<file path="src/rtl/bingo_pkg.sv">
// Shared defaults and phase encoding for the Bingo turn controller.
package bingo_pkg;

  localparam int unsigned DEFAULT_N         = 5;
  localparam int unsigned DEFAULT_NUM_W     = 5;
  localparam int unsigned DEFAULT_WIN_LINES = 5;
  localparam int unsigned LINES_W           = 4;

  typedef enum logic [1:0] {
    PH_SETUP  = 2'd0,
    PH_LOCAL  = 2'd1,
    PH_REMOTE = 2'd2,
    PH_DONE   = 2'd3
  } phase_e;

endpackage

</file>
<file path="src/rtl/bingo_line_counter.sv">
// Counts fully marked rows, columns and both diagonals of the board; registered output.
module bingo_line_counter
  import bingo_pkg::*;
#(
  parameter int unsigned N = DEFAULT_N
) (
  input  logic               clk,
  input  logic               rst,
  input  logic [N*N-1:0]     marked_i,
  output logic [LINES_W-1:0] lines_o
);

  logic [LINES_W-1:0] lines_d;
  logic [LINES_W-1:0] lines_q;
  logic               row_full;
  logic               col_full;
  logic               diag_full;
  logic               anti_full;

  // Evaluate every row/column pair in one pass, diagonals accumulated alongside.
  always_comb begin
    lines_d   = '0;
    row_full  = 1'b1;
    col_full  = 1'b1;
    diag_full = 1'b1;
    anti_full = 1'b1;
    for (int unsigned r = 0; r < N; r++) begin
      row_full = 1'b1;
      col_full = 1'b1;
      for (int unsigned c = 0; c < N; c++) begin
        row_full &= marked_i[r*N + c];
        col_full &= marked_i[c*N + r];
      end
      lines_d   = lines_d + LINES_W'(row_full) + LINES_W'(col_full);
      diag_full &= marked_i[r*N + r];
      anti_full &= marked_i[r*N + (N - 1 - r)];
    end
    lines_d = lines_d + LINES_W'(diag_full) + LINES_W'(anti_full);
  end

  // Register the count so it lags the marked bitmap by one cycle.
  always_ff @(posedge clk) begin
    if (rst) lines_q <= '0;
    else     lines_q <= lines_d;
  end

  assign lines_o = lines_q;

endmodule

</file>
<file path="src/rtl/bingo_turn_ctrl.sv">
// Bingo game sequencer: keypad entry, board fill, turn alternation, marking and win detection.
module bingo_turn_ctrl
  import bingo_pkg::*;
#(
  parameter int unsigned N         = DEFAULT_N,
  parameter int unsigned NUM_W     = DEFAULT_NUM_W,
  parameter int unsigned WIN_LINES = DEFAULT_WIN_LINES
) (
  input  logic               clk,
  input  logic               rst,
  input  logic               digit_valid,
  input  logic [3:0]         digit,
  input  logic               enter_pulse,
  input  logic               clear_pulse,
  input  logic               local_first,
  input  logic               remote_valid,
  input  logic [NUM_W-1:0]   remote_num,
  output logic               cell_wr_en,
  output logic [NUM_W-1:0]   cell_wr_idx,
  output logic [NUM_W-1:0]   cell_wr_val,
  output logic [6:0]         entry,
  output logic [1:0]         phase,
  output logic               call_valid,
  output logic [NUM_W-1:0]   call_num,
  output logic               err,
  output logic [N*N-1:0]     marked,
  output logic [3:0]         lines,
  output logic               win
);

  localparam logic [6:0]         CELLS_E  = 7'(N*N);
  localparam logic [NUM_W-1:0]   CELLS_N  = NUM_W'(N*N);
  localparam logic [NUM_W-1:0]   LAST_IDX = NUM_W'(N*N - 1);
  localparam logic [LINES_W-1:0] WIN_L    = LINES_W'(WIN_LINES);

  phase_e               phase_q;
  logic [6:0]           entry_q;
  logic [1:0]           cnt_q;
  logic [NUM_W-1:0]     fill_q;
  logic [NUM_W-1:0]     board_q [N*N];
  logic [2**NUM_W-1:0]  used_q;
  logic [2**NUM_W-1:0]  called_q;
  logic [N*N-1:0]       marked_q;
  logic                 wr_en_q;
  logic [NUM_W-1:0]     wr_idx_q;
  logic [NUM_W-1:0]     wr_val_q;
  logic                 call_valid_q;
  logic [NUM_W-1:0]     call_num_q;
  logic                 err_q;
  logic                 win_q;
  logic [LINES_W-1:0]   lines_w;

  logic [NUM_W-1:0]     entry_idx;
  logic                 keypad_ok;
  logic                 win_hit;
  logic                 in_range;
  logic                 commit;
  logic                 setup_acc;
  logic                 local_acc;
  logic                 remote_ok;
  logic                 remote_acc;
  logic                 remote_rej;
  logic                 digit_acc;

  assign entry_idx = entry_q[NUM_W-1:0];

  // Decode this cycle's accept/reject decisions; a pending win overrides all inputs.
  always_comb begin
    keypad_ok  = (phase_q == PH_SETUP) || (phase_q == PH_LOCAL);
    win_hit    = ((phase_q == PH_LOCAL) || (phase_q == PH_REMOTE)) && (lines_w >= WIN_L);
    in_range   = (cnt_q != 2'd0) && (entry_q >= 7'd1) && (entry_q <= CELLS_E);
    commit     = keypad_ok && enter_pulse && !clear_pulse && !win_hit;
    setup_acc  = commit && (phase_q == PH_SETUP) && in_range && !used_q[entry_idx];
    local_acc  = commit && (phase_q == PH_LOCAL) && in_range && !called_q[entry_idx];
    remote_ok  = (remote_num != '0) && (remote_num <= CELLS_N) && !called_q[remote_num];
    remote_acc = (phase_q == PH_REMOTE) && remote_valid && !win_hit && remote_ok;
    remote_rej = (phase_q == PH_REMOTE) && remote_valid && !win_hit && !remote_ok;
    digit_acc  = keypad_ok && digit_valid && (digit <= 4'd9) &&
                 !enter_pulse && !clear_pulse && !win_hit;
  end

  // Game state machine with registered strobes; entry clears on any commit or phase change.
  always_ff @(posedge clk) begin
    if (rst) begin
      phase_q      <= PH_SETUP;
      entry_q      <= '0;
      cnt_q        <= '0;
      fill_q       <= '0;
      used_q       <= '0;
      called_q     <= '0;
      wr_en_q      <= 1'b0;
      wr_idx_q     <= '0;
      wr_val_q     <= '0;
      call_valid_q <= 1'b0;
      call_num_q   <= '0;
      err_q        <= 1'b0;
      win_q        <= 1'b0;
      for (int unsigned i = 0; i < N*N; i++) board_q[i] <= '0;
    end else begin
      wr_en_q      <= 1'b0;
      call_valid_q <= 1'b0;
      err_q        <= 1'b0;
      if (win_hit) begin
        phase_q <= PH_DONE;
        win_q   <= 1'b1;
        entry_q <= '0;
        cnt_q   <= '0;
      end else begin
        if ((keypad_ok && clear_pulse) || commit) begin
          entry_q <= '0;
          cnt_q   <= '0;
        end else if (digit_acc) begin
          entry_q <= (entry_q % 7'd10) * 7'd10 + {3'b000, digit};
          cnt_q   <= (cnt_q == 2'd2) ? 2'd2 : cnt_q + 2'd1;
        end
        if (setup_acc) begin
          board_q[fill_q]   <= entry_idx;
          used_q[entry_idx] <= 1'b1;
          wr_en_q           <= 1'b1;
          wr_idx_q          <= fill_q;
          wr_val_q          <= entry_idx;
          fill_q            <= fill_q + NUM_W'(1);
          if (fill_q == LAST_IDX) phase_q <= local_first ? PH_LOCAL : PH_REMOTE;
        end else if (local_acc) begin
          called_q[entry_idx] <= 1'b1;
          call_valid_q        <= 1'b1;
          call_num_q          <= entry_idx;
          phase_q             <= PH_REMOTE;
        end else if (commit) begin
          err_q <= 1'b1;
        end
        if (remote_acc) begin
          called_q[remote_num] <= 1'b1;
          phase_q              <= PH_LOCAL;
        end
        if (remote_rej) err_q <= 1'b1;
      end
    end
  end

  // A cell is marked once its stored value has been called; lags called by one cycle.
  always_ff @(posedge clk) begin
    if (rst) begin
      marked_q <= '0;
    end else begin
      for (int unsigned i = 0; i < N*N; i++) marked_q[i] <= called_q[board_q[i]];
    end
  end

  bingo_line_counter #(
    .N (N)
  ) u_line_counter (
    .clk      (clk),
    .rst      (rst),
    .marked_i (marked_q),
    .lines_o  (lines_w)
  );

  assign cell_wr_en  = wr_en_q;
  assign cell_wr_idx = wr_idx_q;
  assign cell_wr_val = wr_val_q;
  assign entry       = entry_q;
  assign phase       = phase_q;
  assign call_valid  = call_valid_q;
  assign call_num    = call_num_q;
  assign err         = err_q;
  assign marked      = marked_q;
  assign lines       = lines_w;
  assign win         = win_q;

endmodule

</file>
<file path="config.mk">
export PLATFORM = sky130hd
export DESIGN_NAME = bingo_turn_ctrl
export DESIGN_NICKNAME = d
export VERILOG_FILES = /design/src/rtl/bingo_pkg.sv /design/src/rtl/bingo_line_counter.sv /design/src/rtl/bingo_turn_ctrl.sv
export SDC_FILE = /design/constraint.sdc
export NUM_CORES = 1
export LEC_CHECK = 0
export ABC_AREA = 1
export CORE_UTILIZATION = 35
export DETAILED_ROUTE_END_ITERATION = 12
export HOLD_SLACK_MARGIN = 0.15
export PLACE_DENSITY = 0.5
export SLEW_MARGIN = 30
export SYNTH_ARGS = -nofsm -noshare
export SYNTH_HDL_FRONTEND = slang
export SYNTH_HIERARCHICAL = 1
export SYNTH_SLANG_ARGS = --single-unit
</file>
<file path="constraint.sdc">
create_clock -name clk -period 3.4 [get_ports clk]
set_input_delay 1.02 -clock clk [delete_from_list [all_inputs] [get_ports clk]]
set_output_delay 1.02 -clock clk [all_outputs]
set_load 0.02 [all_outputs]
</file>
==> metrics, run 1 <==
status=finished, violations left; violated checks=negative setup slack; synthesized instance count=2,518; Die Ht=226 um; Place WS=-399 ps; share of synthesized registers carrying an async set or reset=0%; Slowest cell on crit path=fa_2; setup tns final=-586 ps; M1 GR Usage=about 40%; Worst EP arrival=roughly 4100 ps; Synth Cell Area=roughly 0.018 mm^2; fin. max-slew vios=0; worst setup margin=-215 ps; core area=slightly below 0.05 mm^2; crit path kind=reg -> reg; Worst EP required=around 4000 ps; Seq/Total Area, Yosys=a little over a third; Final Skew=between 20 and 25 ps; CP delay by family, top=simple AND/OR/NAND/NOR gates; share of the synthesized area in the top cell type=between 20% and 30%; stages on the worst setup path=27; # IOs=73; flop-to-flop setup slack=-220 ps; diode count=0; HPWL Detailed=49.6 mm; die width=226 um; Final Hold Vio Count=0; period utilization=106%; gr ovfl total=0; GP Congestion=between 0.9 and 1; top cells by count, synth=o21ai_0 (495), a21oi_1 (412), nand2_1 (271); Setup crit start=entry[6]; count of clock tree sinks=249; grt met2 use=between 40% and 50%; synthesized area per cell=~7.0 um^2; EDFF count, synth=125; startpoint types=flip-flop; P per Cell Area=approximately 360 mW/mm^2; count leader, synth=o21ai_0; Worst Hold Class=reg -> reg; P&R area growth vs syn=22.0%; wire per inst=~23 um; Leak Pwr=7.56 nW; Die ar.=just over 0.05 mm^2; Setup violations, final=5; clock insertion delay at the later pin of the skew report=610 ps; vias=19,800; RSZ-0062 raised after global routing=true; port bufs=between 70 and 80; Top FF cell, synth=edfxtp_1; RR Endpoint=entry[6]; # rows=slightly above 80; vias in the first global route=around 18,000; H-tree depth=1; initial drt markers=around 2,100; Final Net Count=approximately 2,700; Initial Util=between 30% and 40%; crit path max fanout=5; flops & latches, synth=249; VDD IR-drop max=approximately 350 uV; leading area contributor after synthesis=edfxtp_1; antenna-violating nets left=0; global-route wire length before repair=between 100 and 150 mm; Syn Nets=around 2,600; Max Cap Viol=0; headroom to the max-slew limit=a little under a third; Post-Route WL=just under 80 mm; met3 Track Usage GR=under 10%; DRC viols=0; Buffers & Inverters on Critical Path=8; Area after DPL=about 0.02 mm^2; CTS tree=yes; Crit Reg-Reg Startpoint=entry[6]; r2r worst-path depth=27; Reg clk slew, reported paths=around 60 ps; antenna violations before repair=2; Inserted Clock Buffers=31; largest net degree at the start of global routing=67; Final Core Density=43.5%; slowest cell delay on critical path=~470 ps; Least-Margin Pin Slew=1020 ps; fmax=approximately 280 MHz; fin crit period=between 3000 and 4000 ps; Max clock buf depth=3; Via density=5.95; gr busiest metal=met2; synth unique cells=slightly above 50; GRT Overall Usage=~30%; Worst Setup EP=entry[6]; drt first pass iters=5; Syn. warnings=6; Design Area, Final=between 0.02 and 0.025 mm^2; cells taking the most area after synthesis=edfxtp_1 (21%), dfxtp_1 (14%), o21ai_0 (14%), a21oi_1 (12%), nand2_1 (5.8%); layout cell share with drive strength beyond 1=~14%; Root Buffer=clkbuf_16; CP endpoint kind=flip-flop
[cell type report]
cell class              count  area, um^2
clock buffers              39         911
clock inverters            18         165
fillers                  5029       27800
inverters                 217         825
multi-input cells        1857        9970
flip-flops and latches    249        6280
well taps                 664         831
repair buffers            289        2400
[worst min-delay path by stage]
stage,cells after the start,end,from,slack [ps]
final,2,used_q[27],used_q[27],430
after CTS,2,used_q[27],used_q[27],430
after global placement,2,used_q[0],used_q[0],420
after floorplan,2,used_q[0],used_q[0],400
after detailed placement,2,used_q[27],used_q[27],430
after global routing,2,used_q[0],used_q[0],470
[state kept, by name (all words and copies together), names as in the netlist, 2 cells and up]
| register | cells |
|---|---|
| cell_wr_val | 5 |
| board_q | 125 |
| call_num | 5 |
| used_q | 28 |
| fill_q | 5 |
| called_q | 32 |
| u_line_counter/lines_o | 4 |
| marked | 25 |
| cnt_q | 2 |
| entry | 7 |
| phase | 2 |
| cell_wr_idx | 5 |
[stage by stage]
step,hold slack [ps],instances,total power (W)
after global routing,473,3333,0.00799
after global placement,422,3253,0.00424
after floorplan,403,2518,0.00392
final,433,3333,0.00774
after CTS,435,3327,0.00774
after detailed placement,426,3253,0.00425
[worst min-delay path: stages, from the launching register on]
cell and delay, ps:
dfxtp_1 290, inv_1 60, nor2_1 40
[routing by layer]
metal	vias up	share of wire, %
met4	4	4.9
met5	-	0.035
met3	255	9.2
met1	9299	42
li1	9205	-
met2	1061	44
[cells in the final DEF (no fill, tap or decap), types with 7 or more instances in the layout]
cell type / count
clkbuf_16: 35
nand2_1: 255
o21ai_0: 492
nand4_1: 9
a221oi_1: 18
o221ai_1: 21
ha_1: 16
dfxtp_2: 9
a21oi_1: 411
clkinv_1: 10
a31oi_1: 16
dfxtp_4: 8
nand3b_1: 12
a22oi_1: 9
clkinv_2: 7
nor3_1: 14
nand2_2: 14
dfxtp_1: 107
o21ai_1: 7
inv_2: 19
o22ai_1: 50
edfxtp_1: 125
nand3_1: 68
nor2_1: 260
clkdlybuf4s50_1: 71
a311oi_1: 25
buf_4: 210
o211ai_1: 30
a211oi_1: 53
inv_1: 185
o31ai_1: 7
nand3_2: 9
fa_1: 7
[cells by family (layout without fill, tap and decap cells)]
| family | after synthesis | after routing | synth area share (%) |
|---|---|---|---|
| and+or+nand+nor | 665 | 665 | 16.0 |
| xor gates and xnor gates | 6 | 6 | 0.300 |
| adders and majority gates | 31 | 31 | 2.60 |
| DFF | 249 | 249 | 35.6 |
| buffers and inverters | 412 | 563 | 9.04 |
| AOI/OAI and AO/OA | 1155 | 1155 | 36.5 |
[repair_timing]
action / CTS / global route
pin swaps: 22 / 28
resized for setup: 22 / 28
setup endpoints to repair: 5 / 6
setup buffers: 17 / 7
gates cloned: 0 / 0
hold buffers: 0 / 0
[power breakdown]
part	internal [W]	switching, W
Clock	0.00205	0.00146
Combinational	0.000333	0.000514
Sequential	0.00324	0.000146
Note: power is estimated with default switching activity, not from simulation.
==> run 2, diff against run 1 <==
- CORE_UTILIZATION: 35 -> 40
- PLACE_DENSITY: 0.5 -> 0.56
==> metrics, run 2 (synthesis results as in run 1) <==
Die ar.=0.0447 mm^2 (-12%); initial drt markers=2,548 (+20%); vias=19,900 (+0.19%); VDD IR-drop max=426 uV (+20%); GRT Overall Usage=33.2% (+3.3 points); vias in the first global route=18,300 (+0.15%); Least-Margin Pin Slew=1060 ps (+38.1 ps); Reg clk slew, reported paths=60 ps (about the same); Final Core Density=49.2% (+5.7 points); Flop pwr share=43.2% (-0.6 points); CTS tree=yes; Design Area, Final=0.0213 mm^2 (-0.61%); status=finished, violations left; RSZ-0062 raised after global routing=true; Worst EP required=3860 ps (-30 ps); Worst Hold Class=reg -> reg; combinational power share=10.7% (-0.2 points); fmax=269 MHz (-2.9%); H-tree depth=1 (unchanged); antenna-violating nets left=0 (unchanged); port bufs=72 (unchanged); fin crit period=3720 ps (+107 ps); Die Ht=211 um (-6.4%); violated checks=negative setup slack; drt first pass iters=6 (+1); Root Buffer=clkbuf_16; Inserted Clock Buffers=30 (-3.2%); Post-Route WL=75.8 mm (-3.1%); Non-Filler Instances=3,241 (-2.8%); CP endpoint kind=flip-flop; # IOs=73 (unchanged); biggest regs=board_q x125, called_q x32, used_q x28; DRC viols=0 (unchanged); Final Net Count=2,679 (-0.48%); antenna violations before repair=4 (+2); Largest register FFs=125 (unchanged); Final Hold Vio Count=0 (unchanged); Clk pwr share=46.2% (+0.9 points); total chip power=0.00785 W (+1.3%); crit path max fanout=4 (-1); P per Cell Area=369 mW/mm^2 (+2.0%); HPWL Detailed=47.6 mm (-4.1%); Max clock buf depth=3 (unchanged); switching share of total power=26.0% (-1.3 points); count of clock tree sinks=249 (unchanged); startpoint types=flip-flop; Internal=0.00580 W (+3.1%); layout cell share with drive strength beyond 1=13.2% (-0.90 points); headroom to the max-slew limit=29.1% (-2.5 points); Via density=6.13 (+3.0%); # rows=76 (-6.2%); largest net degree at the start of global routing=64 (-4.5%); GP Congestion=0.961 (+3.1%); Biggest register=board_q; Final Skew=16.9 ps (-8.03 ps); wire per inst=23.4 um (-0.35%); global-route wire length before repair=112 mm (-2.5%); Worst EP arrival=4190 ps (+80 ps); Area after DPL=0.0198 mm^2 (-0.74%); clock insertion delay at the later pin of the skew report=600 ps (about the same); most frequent cells in the layout=o21ai_0 (493), a21oi_1 (411), nor2_1 (262), nand2_1 (257), buf_4 (197); gr ovfl total=0 (unchanged); flop-to-flop setup slack=-320 ps (-110 ps); fin. max-slew vios=0 (unchanged); Setup violations, final=5 (unchanged); worst setup margin=-323 ps (-107 ps); die width=211 um (-6.4%); crit path kind=reg -> reg; period utilization=109% (+3.2 points); switching power=0.00204 W (-3.5%); Max Cap Viol=0 (unchanged); placed insts=3,165 (-2.7%); Leak Pwr=7.56 nW (about the same); Initial Util=40.6% (+4.9 points); core area=0.0432 mm^2 (-12%); commonest non-fill, non-tap cell in the layout=o21ai_0; P&R area growth vs syn=21.3%
run 2: layer usage:
metal	routed length, um	vias up	track usage [%]
li1	-	9194	-
met1	30300	9167	44.5
met2	33000	1216	51.8
met3	8540	276	5.61
met4	4020	8	16.5
met5	49	-	0
run 2: path summary, 6_finish.rpt:
check | start | to | cells past startpoint
setup / recovery | entry[6] | entry[5] | 25
hold / removal | used_q[26] | used_q[26] | 2
setup reg to reg | entry[6] | entry[5] | 25
hold reg to reg | used_q[26] | used_q[26] | 2
run 2: area by class of cell:
cell class	count	area [um^2]
antenna	1	2.50
clock buffer	40	903
clock inverter	15	205
fill	4326	21900
inverter	217	825
multi-input combinational	1857	9970
sequential	249	6280
tap	585	732
timing repair buffer	277	2330
run 2: critical path: stages (launching register included):
cell	delay (ps)
dfxtp_4	370
buf_6	100
nand2_4	50
nand2_2	60
inv_1	50
nand2_2	80
nand2_4	80
a21boi_4	200
nand2_4	100
nand2_4	80
nand2_4	50
nand2_4	60
inv_2	50
ha_4	150
nand3b_1	230
nand3_4	190
buf_12	120
xor2_2	140
ha_1	250
ha_2	190
inv_2	60
fa_2	470
buf_6	140
xnor2_2	110
o21ai_1	140
a21oi_1	50
run 2: power groups by stage:
stage	sequential [W]	combinational (W)	clock, W
final	0.00339	0.000839	0.00362
after global routing	0.00340	0.000925	0.00374
after CTS	0.00338	0.000812	0.00364
after detailed placement	0.00344	0.000798	0
after global placement	0.00344	0.000788	0
after floorplan	0.00340	0.000513	0
run 2: what timing repair did:
action / 4_1_cts / 5_1_grt
pin swaps: 20 / 21
gates cloned: 0 / 0
hold buffers: 0 / 0
resized for setup: 21 / 24
setup buffers: 11 / 9
setup endpoints to repair: 6 / 7
run 2: stage by stage:
step           worst slack [ps]  hold slack (ps)  setup TNS (ps)
2_1_floorplan              -217              403            -356
3_3_place_gp               -350              424            -899
3_5_place_dp               -416              428           -1190
4_1_cts                    -197              438            -601
5_1_grt                    -506              446           -1820
6_report                   -323              431           -1000
